## config.mk

```make
export PLATFORM = sky130hd
export DESIGN_NAME = uart_tx_async
export DESIGN_NICKNAME = d
export VERILOG_FILES = /design/src/rtl/uart_tx_async.sv
export SDC_FILE = /design/constraint.sdc
export NUM_CORES = 1
export LEC_CHECK = 0
export ABC_AREA = 1
export CORE_ASPECT_RATIO = 1.2
export CORE_MARGIN = 1.5
export CORE_UTILIZATION = 40
export CTS_BUF_LIST = sky130_fd_sc_hd__clkbuf_16
export CTS_CLUSTER_SIZE = 12
export DETAILED_ROUTE_END_ITERATION = 7
export HOLD_SLACK_MARGIN = 0.15
export PLACE_DENSITY_LB_ADDON = 0.12
export SYNTH_ARGS = -nofsm -noshare
export SYNTH_HDL_FRONTEND = slang
export SYNTH_SLANG_ARGS = --single-unit
```

## constraint.sdc

```tcl
create_clock -name clk -period 1.9 [get_ports clk]
set_clock_uncertainty 0.1 [all_clocks]
set_input_delay 0.38 -clock clk [delete_from_list [all_inputs] [get_ports clk]]
set_output_delay 0.38 -clock clk [all_outputs]
set_load 0.05 [all_outputs]
```

## src/rtl/uart_tx_async.sv

```systemverilog
// uart_tx_async: UART transmitter paced by a 16x baud enable, with a
// one-byte holding register in front of the shift register.
//
// Ports:
//   clk         system clock, all logic on the rising edge
//   reset_n     synchronous active-low reset
//   baud_clock  one-clk enable at 16x the bit rate
//   bit8        1 = 8 data bits, 0 = 7 data bits
//   parity_en   1 = append a parity bit
//   odd_n_even  1 = odd parity, 0 = even parity
//   tx_data     byte to send
//   tx_write    one-clk load strobe for tx_data
//   tx          serial line, idles high
//   tx_ready    holding register empty
//   tx_busy     frame in progress
//   tx_done     one-clk pulse at the end of the last stop bit
module uart_tx_async #(
    parameter int STOP_BITS = 1
) (
    input  logic       clk,
    input  logic       reset_n,
    input  logic       baud_clock,
    input  logic       bit8,
    input  logic       parity_en,
    input  logic       odd_n_even,
    input  logic [7:0] tx_data,
    input  logic       tx_write,
    output logic       tx,
    output logic       tx_ready,
    output logic       tx_busy,
    output logic       tx_done
);

    localparam logic [2:0] IDLE   = 3'd0;
    localparam logic [2:0] START  = 3'd1;
    localparam logic [2:0] DATA   = 3'd2;
    localparam logic [2:0] PARITY = 3'd3;
    localparam logic [2:0] STOP   = 3'd4;

    logic [3:0] tick_cnt;
    logic       xmit_pulse;

    logic [7:0] hold;
    logic       hold_full;

    logic [2:0] state;
    logic [2:0] state_nx;
    logic [7:0] shift;
    logic [7:0] shift_nx;
    logic [2:0] bit_cnt;
    logic [2:0] bit_cnt_nx;
    logic       stop_cnt;
    logic       stop_cnt_nx;
    logic       par_acc;
    logic       par_acc_nx;
    logic       cfg_bit8;
    logic       cfg_bit8_nx;
    logic       cfg_par;
    logic       cfg_par_nx;
    logic       cfg_odd;
    logic       cfg_odd_nx;
    logic       tx_nx;
    logic       done_nx;

    logic       last_data;
    logic       last_stop;
    logic       frame_end;
    logic       start_xfer;

    // Bit boundaries come from a free-running prescaler; frames are not
    // re-phased to the write, so start latency is up to one bit period.
    always_ff @(posedge clk) begin
        if (!reset_n) begin
            tick_cnt <= 4'd0;
        end else if (baud_clock) begin
            tick_cnt <= tick_cnt + 4'd1;
        end
    end

    assign xmit_pulse = baud_clock && (tick_cnt == 4'd15);

    assign hold_full = !tx_ready;
    assign tx_busy   = (state != IDLE);

    // bit_cnt holds the index of the data bit currently on the line.
    assign last_data = (bit_cnt == (cfg_bit8 ? 3'd7 : 3'd6));
    assign last_stop = (STOP_BITS == 1) || stop_cnt;
    assign frame_end = xmit_pulse && (state == STOP) && last_stop;

    // A new frame starts either from idle or directly off the end of the
    // previous stop bit, so back-to-back frames have no idle gap.
    assign start_xfer = xmit_pulse && hold_full &&
                        ((state == IDLE) || frame_end);

    // Holding register. A write on the transfer edge sees tx_ready=0 and
    // is dropped, so the transfer branch never competes with a load.
    always_ff @(posedge clk) begin
        if (!reset_n) begin
            hold     <= 8'h00;
            tx_ready <= 1'b1;
        end else if (start_xfer) begin
            tx_ready <= 1'b1;
        end else if (tx_write && tx_ready) begin
            hold     <= tx_data;
            tx_ready <= 1'b0;
        end
    end

    always_comb begin
        state_nx    = state;
        shift_nx    = shift;
        bit_cnt_nx  = bit_cnt;
        stop_cnt_nx = stop_cnt;
        par_acc_nx  = par_acc;
        cfg_bit8_nx = cfg_bit8;
        cfg_par_nx  = cfg_par;
        cfg_odd_nx  = cfg_odd;
        tx_nx       = tx;
        done_nx     = 1'b0;

        if (xmit_pulse) begin
            case (state)
                START: begin
                    tx_nx      = shift[0];
                    par_acc_nx = shift[0];
                    shift_nx   = {1'b0, shift[7:1]};
                    bit_cnt_nx = 3'd0;
                    state_nx   = DATA;
                end
                DATA: begin
                    if (last_data) begin
                        if (cfg_par) begin
                            // par_acc already covers every bit sent.
                            tx_nx    = par_acc ^ cfg_odd;
                            state_nx = PARITY;
                        end else begin
                            tx_nx       = 1'b1;
                            stop_cnt_nx = 1'b0;
                            state_nx    = STOP;
                        end
                    end else begin
                        tx_nx      = shift[0];
                        par_acc_nx = par_acc ^ shift[0];
                        shift_nx   = {1'b0, shift[7:1]};
                        bit_cnt_nx = bit_cnt + 3'd1;
                    end
                end
                PARITY: begin
                    tx_nx       = 1'b1;
                    stop_cnt_nx = 1'b0;
                    state_nx    = STOP;
                end
                STOP: begin
                    if (last_stop) begin
                        done_nx  = 1'b1;
                        tx_nx    = 1'b1;
                        state_nx = IDLE;
                    end else begin
                        stop_cnt_nx = 1'b1;
                    end
                end
                default: begin
                    tx_nx    = 1'b1;
                    state_nx = IDLE;
                end
            endcase
        end

        // Transfer overrides the STOP->IDLE move but keeps done_nx.
        // Frame format is latched here so later input changes are ignored.
        if (start_xfer) begin
            shift_nx    = hold;
            cfg_bit8_nx = bit8;
            cfg_par_nx  = parity_en;
            cfg_odd_nx  = odd_n_even;
            bit_cnt_nx  = 3'd0;
            stop_cnt_nx = 1'b0;
            par_acc_nx  = 1'b0;
            tx_nx       = 1'b0;
            state_nx    = START;
        end
    end

    always_ff @(posedge clk) begin
        if (!reset_n) begin
            state    <= IDLE;
            shift    <= 8'h00;
            bit_cnt  <= 3'd0;
            stop_cnt <= 1'b0;
            par_acc  <= 1'b0;
            cfg_bit8 <= 1'b0;
            cfg_par  <= 1'b0;
            cfg_odd  <= 1'b0;
            tx       <= 1'b1;
            tx_done  <= 1'b0;
        end else begin
            state    <= state_nx;
            shift    <= shift_nx;
            bit_cnt  <= bit_cnt_nx;
            stop_cnt <= stop_cnt_nx;
            par_acc  <= par_acc_nx;
            cfg_bit8 <= cfg_bit8_nx;
            cfg_par  <= cfg_par_nx;
            cfg_odd  <= cfg_odd_nx;
            tx       <= tx_nx;
            tx_done  <= done_nx;
        end
    end

endmodule
```

==> impl_metrics.json, run 1 <==
{
  "outcome": "complete, no violations",
  "num_rows": 24,
  "cts_root_buf": "clkbuf_16",
  "die_x_um": 60.52,
  "synth.area.top_cells": "dfxtp_1 (42%), nand2_1 (13%), nor2_1 (9.7%)",
  "cts_resized": 0,
  "use_met3": 0.05348,
  "core-area_sq_mm": 0.003724,
  "synth_mux_area_frac": 0,
  "cts_tree": "built",
  "critPathLaunch": "baud_clock",
  "grt.overflow.total": 0,
  "syn_nets": 243,
  "wire_per_inst_um": 10.09,
  "synth_fa_ha_area_frac": 0.01576,
  "arrival_ps": 1720,
  "final_net_count": 273,
  "grt_max_degree": 21,
  "worst_slew_pin_slew_ps": 295.3,
  "r2r-start": "tick_cnt[1]",
  "switching_share": 0.2125,
  "met2_usage": 0.2923,
  "leakage_nw": 0.8682,
  "seqPwrFrac": 0.465,
  "synth_cell_type_count": 25,
  "die_h_um": 72.02,
  "final_antenna_net_count": 0,
  "synth_top_area_cell": "dfxtp_1",
  "hp-start": "tx",
  "criticalPathCategory": "in -> reg",
  "p_switching_mw": 0.3327,
  "area_growth_pct": 25.61,
  "fill_cells": 403,
  "postCtsSetupBuffers": 0,
  "comb_power_share": 0.069,
  "viasPerCell": 4.731,
  "finalCritPeriodShare": 0.8686,
  "start_util": 0.4264,
  "fin_setup_tns_ps": 0,
  "setup_viol": 0,
  "syn_area_sq_mm": 0.001588,
  "yosys_warnings": 0,
  "drv_cap": 0,
  "met1_usage": 0.2036,
  "io_buffers": 18,
  "hold_viol": 0,
  "powerDensity_mw_per_mm2": 784.8,
  "yosys.area_share.simple": 0.3586,
  "gp_congestion": 0.7758,
  "worst-path-max-fanout": 14,
  "timing.hold.ws_ps": 369.9,
  "synth.avg_cell_area_sq_um": 7.026,
  "required_ps": 1970,
  "start_kind": "input port",
  "drcViolationCount": 0,
  "drive_gt1_frac": 0.1328,
  "slew_headroom": 0.8026,
  "antenna_found_initial": 0,
  "clkSinkCount": 33,
  "synth-compound-area-share": 0.1190,
  "num_vias": 1457,
  "grt_pass1_vias": 1407,
  "drt_iter0_drc": 33,
  "mostFrequentLayoutCells": "nand2_1 (56), nor2_1 (41), dfxtp_1 (33)",
  "timing.fmax_ghz": 0.6059,
  "finalCriticalPeriod_ps": 1650,
  "end_kind": "flop",
  "grt_pass1_wl_um": 5747,
  "dr.pass1.iters": 4,
  "clk-insertion-delay-late_ps": 270,
  "cts.path.max_buffers": 2,
  "p_clk_frac": 0.466,
  "groute.usage.overall": 0.1742,
  "peakVddDrop_v": 0.0004299,
  "power.total_mw": 1.565,
  "p_int_mw": 1.232,
  "htreeDepth": 2,
  "slew_violations": 0,
  "cts_buffers": 5,
  "synth_top_family_by_area": "simple AND/OR/NAND/NOR gates",
  "ys_ff_latch": 33,
  "ios": 19,
  "rsz0062_at_grt": "no",
  "wl_um": 3109,
  "antenna_cells": 0,
  "holdBufCountCts": 0,
  "yosys.area.top_type_share": 0.4161,
  "hp-class": "reg -> reg",
  "grt-busiest-layer": "met2",
  "synth-xor-area-share": 0.005516,
  "clk_pin_slew_ps": 50,
  "syn_inst": 226,
  "final_common_cell": "nand2_1",
  "dieArea_sq_mm": 0.004358,
  "synth_seq_area_share": 0.4161,
  "dp.final_hpwl_um": 2281
}
worst paths after layout:
| check | end | slack, ps | cells past startpoint |
|---|---|---|---|
| worst min-delay path | tx | 370 | 2 |
| worst min register to register | tx | 370 | 2 |
| worst max-delay path | shift[5] | 250 | 8 |
| worst max register to register | shift[5] | 300 | 8 |
area by class of cell:
cell class              instances  area [sq um]  share of cell area
inverters                      23         86.33             0.04329
well taps                      52         65.06             0.03262
clock inverters                 2         7.507            0.003764
multi-input cells             165         792.0              0.3971
flip-flops and latches         33         660.6              0.3312
repair buffers                 28         257.7              0.1292
clock buffers                   5         125.1             0.06274
synth_stat cells (all sizes together):
cell / n
dfxtp: 33
o21ai: 19
nand3b: 1
nand4: 3
xor2: 1
nor4: 1
inv: 23
ha: 2
nand2: 60
nor3: 2
nor2: 44
a21oi: 14
a211oi: 1
buf: 4
clkbuf: 1
a31oi: 2
nand3: 15
power by group through the flow:
stage	Combinational, mW	Sequential [mW]	Clock [mW]
2_1_floorplan	0.0539	0.744	0
3_3_place_gp	0.109	0.741	0
3_5_place_dp	0.109	0.741	0
4_1_cts	0.110	0.727	0.752
5_1_grt	0.124	0.729	0.790
6_report	0.108	0.727	0.730
logic make-up (layout without fill, tap and decap cells):
kind of cell | after synthesis | in the layout
fa+ha+maj | 2 | 2
simple gates | 126 | 126
compound gates | 36 | 36
flops | 33 | 33
buf+inv | 28 | 58
xor+xnor | 1 | 1
registers in the layout, summed over array words and instances, names as in the netlist, 3 cells and up:
register,flops
bit_cnt,3
state,3
hold,8
tick_cnt,4
shift,8
critical path: stages:
cell	delay, ps
clkdlybuf4s50_1	550
nand3_2	120
nor2_4	130
nand2_4	120
nand2_2	220
nand2_1	90
nand2_1	70
nor2_1	40
routing by layer:
| metal | up-vias | part of all wire | routed length [um] |
|---|---|---|---|
| li1 | 784 | - | - |
| met1 | 640 | 0.46 | 1430 |
| met2 | 25 | 0.48 | 1492 |
| met3 | 8 | 0.041 | 126 |
| met4 | 0 | 0.019 | 59 |
| met5 | - | 0 | 0 |
stage by stage:
step                instances  area [sq um]    util  worst slack (ps)
finish                    308          1994  0.5356             249.7
global route              308          1994  0.5356             129.3
CTS                       308          1994  0.5356             232.9
detailed placement        301          1862  0.5000            -27.89
global placement          301          1862  0.5000            -10.27
floorplan                 226          1588       -             408.4
No activity file was read; power rests on OpenSTA's default activity.
==> run 2, diff against run 1 <==
--- a/config.mk
+++ b/config.mk
@@ -13,7 +13,7 @@
 export CTS_CLUSTER_SIZE = 12
 export DETAILED_ROUTE_END_ITERATION = 7
 export HOLD_SLACK_MARGIN = 0.15
-export PLACE_DENSITY_LB_ADDON = 0.12
+export PLACE_DENSITY = 0.71
 export SYNTH_ARGS = -nofsm -noshare
 export SYNTH_HDL_FRONTEND = slang
 export SYNTH_SLANG_ARGS = --single-unit
==> run 2 against run 1 <==
Effect of this change: global-route usage decreased by 1.0 points; worst hold slack better by 8.2 ps; fmax rose by 1.2%; largest cell class unchanged; flip-flop and latch count did not move; first-iteration DRC count rose to 2.9 times the previous value; worst setup slack improved by 20 ps; die area did not move; non-clock buffer count increased by 1.
==> impl_metrics.json, run 2 (synthesis results as in run 1) <==
{
  "grt_pass1_vias": 1300,
  "finalCriticalPeriod_ps": 1630,
  "slew_headroom": 0.7981,
  "r2r_slack_ps": 270,
  "reg2reg_depth": 8,
  "io_buffers": 18,
  "dieArea_sq_mm": 0.004358,
  "start_util": 0.4264,
  "antenna_cells": 0,
  "timing.hold.ws_ps": 378.1,
  "final_common_cell": "nand2_1",
  "area_growth_pct": 26.40,
  "dr.pass1.iters": 4,
  "final.setup.worst_slack_ps": 269.7,
  "mostFrequentLayoutCells": "nand2_1 (56), nor2_1 (41), dfxtp_1 (33)",
  "gp_congestion": 0.8329,
  "final_antenna_net_count": 0,
  "required_ps": 1970,
  "min_path_cells": 2,
  "powerDensity_mw_per_mm2": 789.7,
  "cts_root_buf": "clkbuf_16",
  "holdBufCountCts": 0,
  "num_rows": 24,
  "r2r-start": "tick_cnt[1]",
  "dp.final_hpwl_um": 2352,
  "peakVddDrop_v": 0.0007052,
  "grt_max_degree": 21,
  "grt_pass1_wl_um": 5395,
  "die_x_um": 60.52,
  "timing.fmax_ghz": 0.6134,
  "drcViolationCount": 0,
  "met3_length_um": 121,
  "hp-start": "hold[7]",
  "leakage_nw": 0.8744,
  "antenna_found_initial": 0,
  "postCtsSetupBuffers": 0,
  "worst_slew_pin_slew_ps": 302.5,
  "arrival_ps": 1700,
  "clkSinkCount": 33,
  "core-area_sq_mm": 0.003724,
  "placed_area_sq_mm": 0.001869,
  "stdcell_area_sq_mm": 0.002007,
  "route.met2.wl_um": 1520,
  "die_h_um": 72.02,
  "highest_layer": "met4",
  "outcome": "complete, no violations",
  "r2r-end": "par_acc",
  "rsz0062_at_grt": "no",
  "cts.path.max_buffers": 2,
  "place_ws_ps": -21.90,
  "criticalPathCategory": "reg -> reg",
  "setup_viol": 0,
  "grt.overflow.total": 0,
  "end_kind": "flop",
  "worst-path-max-fanout": 17,
  "cts_buffers": 5,
  "hold_viol": 0,
  "cts_tree": "built",
  "cts_resized": 0,
  "power.total_mw": 1.585,
  "clk-insertion-delay-late_ps": 280,
  "groute.usage.overall": 0.1641,
  "ios": 19,
  "whs_endpoint": "shift[7]",
  "critPathLaunch": "tick_cnt[1]",
  "slew_violations": 0,
  "hp-class": "reg -> reg",
  "wl_met1_um": 1472,
  "wl_um": 3165,
  "final_net_count": 274,
  "top_regs": "hold: 8 flops, shift: 8 flops, tick_cnt: 4 flops",
  "htreeDepth": 2,
  "viasPerCell": 4.681,
  "num_vias": 1451,
  "drv_cap": 0,
  "start_kind": "flop",
  "clk_pin_slew_ps": 50,
  "drive_gt1_frac": 0.1395,
  "finalCritPeriodShare": 0.8581,
  "drt_iter0_drc": 96,
  "wire_per_inst_um": 10.21
}
## run 2: power by group
part	total [mW]	switching [mW]	internal, mW
sequential	0.727	0.0135	0.713
clock	0.748	0.276	0.473
combinational	0.110	0.0563	0.0536
## run 2: area by class of cell
type / count / area, sq um
clock buffer: 5 / 125.1
clock inverter: 3 / 12.51
fill: 380 / 1717
inverter: 23 / 86.33
multi-input combinational: 165 / 792.0
sequential: 33 / 660.6
tap: 52 / 65.06
timing repair buffer: 29 / 265.3
## run 2: how the worst max path moves through the flow
stage / end / slack (ps) / depth (start not counted)
after global routing: shift[1] / 120 / 8
final: par_acc / 270 / 8
after global placement: shift[2] / 10 / 9
after detailed placement: shift[3] / -20 / 9
after CTS: shift[3] / 250 / 8
after floorplan: shift[1] / 410 / 6
## run 2: through the flow
stage                 util  TNS, ps  cells
floorplan                -        0    226
global placement    0.5020        0    302
detailed placement  0.5020   -88.49    302
CTS                 0.5390        0    310
global route        0.5390        0    310
finish              0.5390        0    310
## run 2: critical path, stage by stage (launching register included)
cell	delay, ps
dfxtp_1	370
ha_1	250
nand3_2	120
nor2_4	150
nand2_4	140
inv_2	150
nor2_4	70
o21ai_0	100
nor2_1	60
## run 2: routing by layer
metal	global-route usage	up-vias
met3	0.05169	5
met2	0.2669	30
met4	0.07246	0
met5	0	-
met1	0.1960	626
li1	-	790
